<file path="config.mk">
export PLATFORM = sky130hd
export DESIGN_NAME = rocc_accum_responder
export DESIGN_NICKNAME = d
export VERILOG_FILES = /design/src/rtl/rocc_accum_responder_pkg.sv /design/src/rtl/rocc_iter_mul.sv /design/src/rtl/rocc_accum_responder.sv
export SDC_FILE = /design/constraint.sdc
export NUM_CORES = 2
export LEC_CHECK = 0
export ABC_AREA = 1
export CORE_UTILIZATION = 40
export DETAILED_ROUTE_END_ITERATION = 8
export SLEW_MARGIN = 20
export SYNTH_ARGS = -nofsm -noshare
export SYNTH_HDL_FRONTEND = slang
export SYNTH_SLANG_ARGS = --single-unit
</file>
<file path="constraint.sdc">
create_clock -name clk_i -period 18.64 [get_ports clk_i]
set_input_delay 4.66 -clock clk_i [delete_from_list [all_inputs] [get_ports clk_i]]
set_output_delay 4.66 -clock clk_i [all_outputs]
set_load 0.05 [all_outputs]
</file>
<file path="src/rtl/rocc_accum_responder_pkg.sv">
// Shared types for the RoCC accumulator responder: command/response payloads,
// funct encodings, instruction field positions and the responder FSM states.
package rocc_accum_responder_pkg;

  typedef struct packed {
    logic [31:0] instr;
    logic [63:0] rs1;
    logic [63:0] rs2;
  } rocc_cmd_t;

  typedef struct packed {
    logic [4:0]  rd;
    logic [63:0] data;
  } rocc_resp_t;

  typedef enum logic [2:0] {
    ROCC_WRITE = 3'd0,
    ROCC_READ  = 3'd1,
    ROCC_ACCUM = 3'd2,
    ROCC_MUL   = 3'd3
  } rocc_funct_e;

  localparam int unsigned FunctMsb = 31;
  localparam int unsigned FunctLsb = 25;
  localparam int unsigned XdBit    = 14;
  localparam int unsigned RdMsb    = 11;
  localparam int unsigned RdLsb    = 7;

  typedef enum logic [1:0] {
    StIdle,
    StExec,
    StResp
  } state_e;

  // Only funct 0..3 with the upper four bits clear are supported.
  function automatic logic funct_legal(input logic [6:0] funct);
    return (funct[6:3] == 4'd0) && (funct[2:0] <= 3'd3);
  endfunction

endpackage

</file>
<file path="src/rtl/rocc_iter_mul.sv">
// Iterative unsigned 64x64 multiplier keeping the low 64 product bits,
// consuming MulBitsPerCycle multiplier bits per cycle after a start pulse.
module rocc_iter_mul #(
  parameter int unsigned MulBitsPerCycle = 8
) (
  input  logic        clk_i,
  input  logic        rst_i,
  input  logic        start_i,
  input  logic [63:0] multiplicand_i,
  input  logic [63:0] multiplier_i,
  output logic        done_o,
  output logic [63:0] product_o
);

  localparam int unsigned NumSteps = 64 / MulBitsPerCycle;
  localparam int unsigned CntW     = (NumSteps > 1) ? $clog2(NumSteps) : 1;

  logic            running_q;
  logic [CntW-1:0] cnt_q;
  logic [63:0]     mcand_q;
  logic [63:0]     mplier_q;
  logic [63:0]     product_q;
  logic [63:0]     digit;
  logic [63:0]     partial;

  // Multiplicand is pre-shifted each step, so the partial product needs no extra shift.
  assign digit     = 64'(mplier_q[MulBitsPerCycle-1:0]);
  assign partial   = mcand_q * digit;
  assign product_o = product_q + partial;
  assign done_o    = running_q && (cnt_q == CntW'(NumSteps - 1));

  always_ff @(posedge clk_i) begin
    if (rst_i) begin
      running_q <= 1'b0;
      cnt_q     <= '0;
      mcand_q   <= '0;
      mplier_q  <= '0;
      product_q <= '0;
    end else if (start_i) begin
      running_q <= 1'b1;
      cnt_q     <= '0;
      mcand_q   <= multiplicand_i;
      mplier_q  <= multiplier_i;
      product_q <= '0;
    end else if (running_q) begin
      product_q <= product_o;
      mcand_q   <= mcand_q << MulBitsPerCycle;
      mplier_q  <= mplier_q >> MulBitsPerCycle;
      cnt_q     <= cnt_q + 1'b1;
      if (done_o) running_q <= 1'b0;
    end
  end

endmodule

</file>
<file path="src/rtl/rocc_accum_responder.sv">
// RoCC accelerator endpoint: executes WRITE/READ/ACCUM/MUL on a bank of 64-bit
// accumulators and answers instructions that request a destination write.
module rocc_accum_responder
  import rocc_accum_responder_pkg::*;
#(
  parameter int unsigned NumAcc          = 4,
  parameter int unsigned MulBitsPerCycle = 8
) (
  input  logic       clk_i,
  input  logic       rst_i,
  input  rocc_cmd_t  rocc_cmd_i,
  input  logic       rocc_cmd_valid_i,
  output logic       rocc_cmd_ready_o,
  output rocc_resp_t rocc_resp_o,
  output logic       rocc_resp_valid_o,
  input  logic       rocc_resp_ready_i,
  output logic       busy_o,
  output logic       illegal_o
);

  localparam int unsigned IdxW = $clog2(NumAcc);

  state_e          state_q, state_d;
  logic [63:0]     acc_q [NumAcc];
  logic [IdxW-1:0] idx_q, idx_d;
  logic [4:0]      rd_q, rd_d;
  logic            xd_q, xd_d;
  logic [63:0]     data_q, data_d;

  logic            acc_we;
  logic [IdxW-1:0] acc_widx;
  logic [63:0]     acc_wdata;
  logic [63:0]     acc_sum;

  logic [6:0]      funct;
  logic            xd;
  logic [4:0]      rd;
  logic [IdxW-1:0] idx;
  logic            accept;
  logic [63:0]     acc_sel;
  logic            mul_start;
  logic            mul_done;
  logic [63:0]     mul_product;
  logic            unused_cmd_bits;

  assign funct   = rocc_cmd_i.instr[FunctMsb:FunctLsb];
  assign xd      = rocc_cmd_i.instr[XdBit];
  assign rd      = rocc_cmd_i.instr[RdMsb:RdLsb];
  assign idx     = rocc_cmd_i.rs2[IdxW-1:0];
  assign acc_sel = acc_q[idx];
  assign acc_sum = acc_sel + rocc_cmd_i.rs1;

  assign unused_cmd_bits = ^{rocc_cmd_i.instr[24:15], rocc_cmd_i.instr[13:12],
                             rocc_cmd_i.instr[6:0], rocc_cmd_i.rs2[63:IdxW]};

  assign rocc_cmd_ready_o  = (state_q == StIdle);
  assign accept            = rocc_cmd_valid_i && rocc_cmd_ready_o && !rst_i;
  assign busy_o            = (state_q != StIdle);
  assign rocc_resp_valid_o = (state_q == StResp);
  assign rocc_resp_o       = '{rd: rd_q, data: data_q};
  assign illegal_o         = accept && !funct_legal(funct);

  rocc_iter_mul #(
    .MulBitsPerCycle (MulBitsPerCycle)
  ) u_mul (
    .clk_i          (clk_i),
    .rst_i          (rst_i),
    .start_i        (mul_start),
    .multiplicand_i (acc_sel),
    .multiplier_i   (rocc_cmd_i.rs1),
    .done_o         (mul_done),
    .product_o      (mul_product)
  );

  always_comb begin
    state_d   = state_q;
    idx_d     = idx_q;
    rd_d      = rd_q;
    xd_d      = xd_q;
    data_d    = data_q;
    acc_we    = 1'b0;
    acc_widx  = idx;
    acc_wdata = rocc_cmd_i.rs1;
    mul_start = 1'b0;
    case (state_q)
      StIdle: begin
        if (accept) begin
          idx_d   = idx;
          rd_d    = rd;
          xd_d    = xd;
          state_d = xd ? StResp : StIdle;
          if (!funct_legal(funct)) begin
            data_d = '1;
          end else begin
            case (rocc_funct_e'(funct[2:0]))
              ROCC_WRITE: begin
                acc_we = 1'b1;
                data_d = '0;
              end
              ROCC_READ:  data_d = acc_sel;
              ROCC_ACCUM: begin
                acc_we    = 1'b1;
                acc_wdata = acc_sum;
                data_d    = acc_sum;
              end
              ROCC_MUL: begin
                mul_start = 1'b1;
                state_d   = StExec;
              end
              default: data_d = '1;
            endcase
          end
        end
      end
      StExec: begin
        if (mul_done) begin
          acc_we    = 1'b1;
          acc_widx  = idx_q;
          acc_wdata = mul_product;
          data_d    = mul_product;
          state_d   = xd_q ? StResp : StIdle;
        end
      end
      StResp: begin
        if (rocc_resp_ready_i) state_d = StIdle;
      end
      default: state_d = StIdle;
    endcase
  end

  always_ff @(posedge clk_i) begin
    if (rst_i) begin
      state_q <= StIdle;
      idx_q   <= '0;
      rd_q    <= '0;
      xd_q    <= 1'b0;
      data_q  <= '0;
      for (int i = 0; i < NumAcc; i++) acc_q[i] <= '0;
    end else begin
      state_q <= state_d;
      idx_q   <= idx_d;
      rd_q    <= rd_d;
      xd_q    <= xd_d;
      data_q  <= data_d;
      if (acc_we) acc_q[acc_widx] <= acc_wdata;
    end
  end

endmodule

</file>
# After elaboration in Yosys (flattened, before gate mapping)
# Memory sizes are Yosys's and may differ from the RTL's.
# Index checks and enable logic that the tools add are counted.
# Widths: inputs -> output; s select.
word_totals:
  ff_bits: 270
  ramBits: 256
  wordCells: 89
  mem_count: 1
op_classes:
  addsub: 3
  mul: 1
  n_lt_le_gt_ge: 1
  n_eq_ne: 10
  mux: 44
  n_reduce_logical: 19
mem_list:
  columns: ["memory", "words", "word_bits", "rd", "rd_ports_with_merged_regs", "wr", "line", "text"]
  rows:
  - ["acc_q", 4, 64, 1, 0, 4, "rocc_accum_responder.sv:24", "logic [63:0] acc_q [NumAcc];"]
op_table:
  columns: ["operator", "n"]
  rows:
  - ["$mux 64", 12]
  - ["$pmux 64 s2", 2]
  - ["$pmux 64 s4", 1]
  - ["$add 64x64->64", 2]
  - ["$mul 64x8->64", 1]
  - ["$reduce_or 64->1", 1]
  - ["$mux 2", 10]
  - ["$mux 1", 17]
  - ["$eq 3x2->1 const B", 2]
  - ["$pmux 2 s3", 1]
  - ["$reduce_bool 2->1", 3]
  - ["$logic_and 1x1->1", 5]
  - ["$logic_not 4->1", 1]
  - ["$ne 2x1->1 const B", 2]
  - ["$reduce_and 4->1", 1]
  - ["$reduce_or 2->1", 2]
  - ["$add 3x1->3 const B", 1]
  - ["$eq 3x1->1 const B", 1]
  - ["$eq 3x3->1 const B", 1]
  - ["$le 3x2->1 const B", 1]
  - ["$logic_not 3->1", 1]
  - ["$ne 3x3->1 const B", 1]
  - ["$reduce_and 3->1", 1]
  - ["$eq 2x1->1 const B", 1]
  - ["6 further kinds", 7]

# Longest topological paths before layout
depth:
  depth_word: 11
  depth_mapped: 30
  mapped_depth_nobuf: 27

# Hierarchy
# Synthesis repeated with hierarchy kept, for this count alone.
unflattened:
  hier_cells: 7370
  area_unflattened_um2: 49593.8
by_module_without_submodules:
  columns: ["module", "n_inst", "cells_per_inst", "area_each_um2", "seq_area_each_um2"]
  rows:
  - ["rocc_iter_mul", 1, 4120, 27325.0, 3923.8]
  - ["rocc_accum_responder", 1, 3250, 22268.9, 9168.8]

# Least setup slack after synthesis
# OpenSTA, ideal clock, no wires.
synth_timing:
  path_kind: "input port to output port"
  startpoint: "in rst_i"
  endpoint: "out illegal_o"
  t_arrival_ns: 6.198
  slack_ns: 7.782
  stages: 3
  path_cell_list: "clkbuf_1 clkbuf_1 nor3_1"
synth_between:
  elab_chain_cells: 3
synth_lines:
  columns: ["element", "line", "text"]
  rows:
  - ["from (decl)", "rocc_accum_responder.sv:10", "input logic rst_i,"]
  - ["$logic_not 1->1", "rocc_accum_responder.sv:57", "assign accept = rocc_cmd_valid_i && rocc_cmd_ready_o && !rst_i;"]
  - ["$logic_and 1x1->1", "rocc_accum_responder.sv:57", null]
  - ["$logic_and 1x1->1", "rocc_accum_responder.sv:61", "assign illegal_o = accept && !funct_legal(funct);"]
  - ["to (decl)", "rocc_accum_responder.sv:18", "output logic illegal_o"]
# No other way between the ends.

# Final worst setup path
layout_timing:
  startpoint: "in rocc_cmd_i[155] (netlist bit)"
  endpoint: "out illegal_o"
layout_between:
  elab_chain_cells: 4
layout_lines:
  columns: ["element", "line", "text"]
  rows:
  - ["from (decl)", "rocc_accum_responder.sv:11", "input rocc_cmd_t rocc_cmd_i,"]
  - ["$le 3x2->1", "rocc_accum_responder_pkg.sv:37", "return (funct[6:3] == 4'd0) && (funct[2:0] <= 3'd3);"]
  - ["$logic_and 1x1->1", "rocc_accum_responder_pkg.sv:37", null]
  - ["$logic_not 1->1", null, null]
  - ["$logic_and 1x1->1", "rocc_accum_responder.sv:61", null]
# No other way between the ends.

==> impl_metrics.env <==
export IMPL_dp_slack_ps=6750
export IMPL_io_buffers=155
export IMPL_synthToLayoutAreaGrowth_pct=9.87
export IMPL_hold_path_class="flop to flop"
export IMPL_clock_sinks=526
export IMPL_core_area_um2=121000
export IMPL_routed_wl_um=201000
export IMPL_cts_setup_buffers=0
export IMPL_die_h_um=352
export IMPL_clock_skew_ps=34.3
export IMPL_grt_max_degree=101
export IMPL_nets=7847
export IMPL_nFillCells=12600
export IMPL_overflow=0
export IMPL_cp_required_ps=13980
export IMPL_grt_setup_unrepaired="false"
export IMPL_worst_pin_slew_ps=1130
export IMPL_startpoint="rocc_cmd_i[155]"
export IMPL_p_leak_nw=28.9
export IMPL_synth_ff_type="dfxtp_1"
export IMPL_drive_above_1_share=0.0305
export IMPL_cts_buffer_depth=3
export IMPL_synth_area_per_cell_um2=6.80
export IMPL_vias=46300
export IMPL_ys_types=57
export IMPL_antenna_found_initial=4
export IMPL_path_class="input pin to output port"
export IMPL_top_usage_layer="met2"
export IMPL_tns_ps=0
export IMPL_final_period_utilization=0.642
export IMPL_ant_nets=0
export IMPL_worstPathMaxFanout=4
export IMPL_dp_hpwl_um=156000
export IMPL_cts_tree="done"
export IMPL_use_met2=0.498
export IMPL_row_count=127
export IMPL_cts_buffers=67
export IMPL_finalPower_mw=3.18
export IMPL_grt_util_all_layers=0.325
export IMPL_ys_warn_count=0
export IMPL_synthCells=7194
export IMPL_async_reset_ff_frac=0
export IMPL_finalMaxSlewViolations=0
export IMPL_synth_seq_cells=526
export IMPL_clk_pin_slew_ps=60
export IMPL_period_needed_ps=11960
export IMPL_io_pins=237
export IMPL_first_pass_iters=6
export IMPL_ctsResizeCount=0
export IMPL_clk_latency_ps=650
export IMPL_rr_startpoint="u_mul.mplier_q[0]$_SDFFE_PP0P_"
export IMPL_seq_area_um2=13100
export IMPL_drt_iter0_drc=5035
export IMPL_grtUsageMet3=0.0623
export IMPL_die_area_um2=124000
export IMPL_fmax_ghz=0.0836
export IMPL_startpoint_type="input pin"
export IMPL_gp_congestion=1.02
export IMPL_slew_headroom=0.249
export IMPL_cts_root_buf="clkbuf_16"
export IMPL_setup_viol=0
export IMPL_cellPowerDensity_nw_per_um2=59.1
export IMPL_ir_drop_mv=0.0757
export IMPL_fin_ws_ps=6680
export IMPL_cts_max_level=3
export IMPL_grt_pass1_vias=44300
export IMPL_min_from="rd_q[4]$_SDFFE_PP0P_"
export IMPL_finalHoldViolCount=0
export IMPL_cap_violations=0
export IMPL_drc_errors=0
export IMPL_dieWidth_um=352
export IMPL_multiInputGateArea_um2=28500
export IMPL_grt_pass1_wl_um=292000
export IMPL_ys_seq_area_frac=0.268
export IMPL_ctsHoldBuffers=0
export IMPL_use_met1=0.458
export IMPL_avgViaCountPerCell=5.26
export IMPL_wl_per_cell_um=22.8
export IMPL_end_kind="output port"
export IMPL_synth_edff_count=256
export IMPL_synth_area_um2=48900
export IMPL_synthesis_nets=7907
export IMPL_initial_core_util=0.405
export IMPL_cp_arrival_ps=7300
export IMPL_status="finished clean"
[cells by family (layout without fill, tap and decap cells)]
family                   after synthesis  count (layout)  share of synthesized area
adder cells (fa/ha/maj)              549             549                      0.204
AND/OR/NAND/NOR                     3303            3303                      0.271
buffers and inverters               1916            1906                      0.151
other                                  0               3                          0
XOR/XNOR                              61              61                     0.0109
AO/OA/AOI/OAI                        839             839                     0.0962
flip-flops                           526             526                      0.268
[per-layer routing]
layer  part of all wire  wire [um]
met1               0.44      88700
met2               0.44      87400
met3              0.089      17800
met4              0.034       6790
met5           0.000045          9
[path summary, 6_finish.rpt]
kind | end | slack (ps) | cells after the start
min | rd_q[4]$_SDFFE_PP0P_ | 460 | 2
min reg2reg | rd_q[4]$_SDFFE_PP0P_ | 460 | 2
max reg2reg | acc_q[1][31]$_SDFFCE_PN0P_ | 12190 | 21
max | illegal_o | 6680 | 4
[layout by cell type, fill, tap and decap left out, drive strengths merged, types with 5 or more instances in the layout]
cell type / n
bufinv: 8
edfxtp: 256
nand3: 432
o211ai: 32
inv: 1581
a31oi: 16
xor2: 52
a311oi: 27
a32oi: 16
a21oi: 379
or2: 9
o22ai: 45
dfxtp: 270
clkinv: 20
o311ai: 5
buf: 56
nand3b: 5
clkdlybuf4s50: 152
fa: 411
ha: 138
a221oi: 5
nor2: 553
o21bai: 28
clkbuf: 88
nor4: 10
nor3: 30
o21ai: 270
nand4: 29
xnor2: 9
nand2: 2227
[layout make-up]
class / instances / share of cell area
multi-input combinational: 4752 / 0.531
clock buffer: 88 / 0.0338
antenna: 3 / 0.000140
inverter: 1579 / 0.110
tap: 1612 / 0.0376
clock inverter: 31 / 0.00701
sequential: 526 / 0.244
timing repair buffer: 208 / 0.0361
[per-stage QoR]
step	utilization	hold slack, ps	cell area (um^2)	cells
2_1_floorplan	-	441	48900	7194
3_3_place_gp	0.427	452	51500	8677
3_5_place_dp	0.427	456	51500	8677
4_1_cts	0.445	465	53700	8796
5_1_grt	0.445	482	53700	8796
6_report	0.445	461	53700	8799
[power breakdown]
group / internal, mW / total, mW / switching (mW)
Clock: 0.799 / 1.34 / 0.539
Sequential: 1.24 / 1.26 / 0.0145
Combinational: 0.152 / 0.579 / 0.427
Total: 2.19 / 3.18 / 0.980
[state kept, by name, indices dropped and copies added (netlist names)]
signal	count
acc_q	256
data_q	64
u_mul.mcand_q	64
u_mul.mplier_q	64
u_mul.product_q	64
rd_q	5
u_mul.cnt_q	3
idx_q	2
state_q	2
u_mul.running_q	1
xd_q	1
[critical path, stage by stage]
cell             delay, ps
clkdlybuf4s50_1        750
nor2_1                 210
nor3_1                 710
clkdlybuf4s50_1        960
[synth_stat cells, types with 11 or more instances]
| library cell | number | area, um^2 |
|---|---|---|
| a21oi_1 | 378 | 1890 |
| a311oi_1 | 27 | 236 |
| a31oi_1 | 15 | 93.8 |
| a32oi_1 | 16 | 140 |
| buf_1 | 38 | 143 |
| buf_2 | 47 | 235 |
| buf_6 | 11 | 124 |
| clkbuf_1 | 233 | 875 |
| dfxtp_1 | 270 | 5410 |
| edfxtp_1 | 256 | 7690 |
| fa_1 | 411 | 8230 |
| ha_1 | 138 | 1730 |
| inv_1 | 1567 | 5880 |
| inv_2 | 11 | 41.3 |
| nand2_1 | 2224 | 8350 |
| nand3_1 | 432 | 2160 |
| nand4_1 | 29 | 181 |
| nor2_1 | 544 | 2040 |
| nor3_1 | 28 | 140 |
| o211ai_1 | 32 | 240 |
| o21ai_0 | 259 | 1300 |
| o21bai_1 | 28 | 210 |
| o22ai_1 | 45 | 282 |
| xor2_1 | 52 | 455 |
Note: power is estimated with default switching activity, not from simulation.
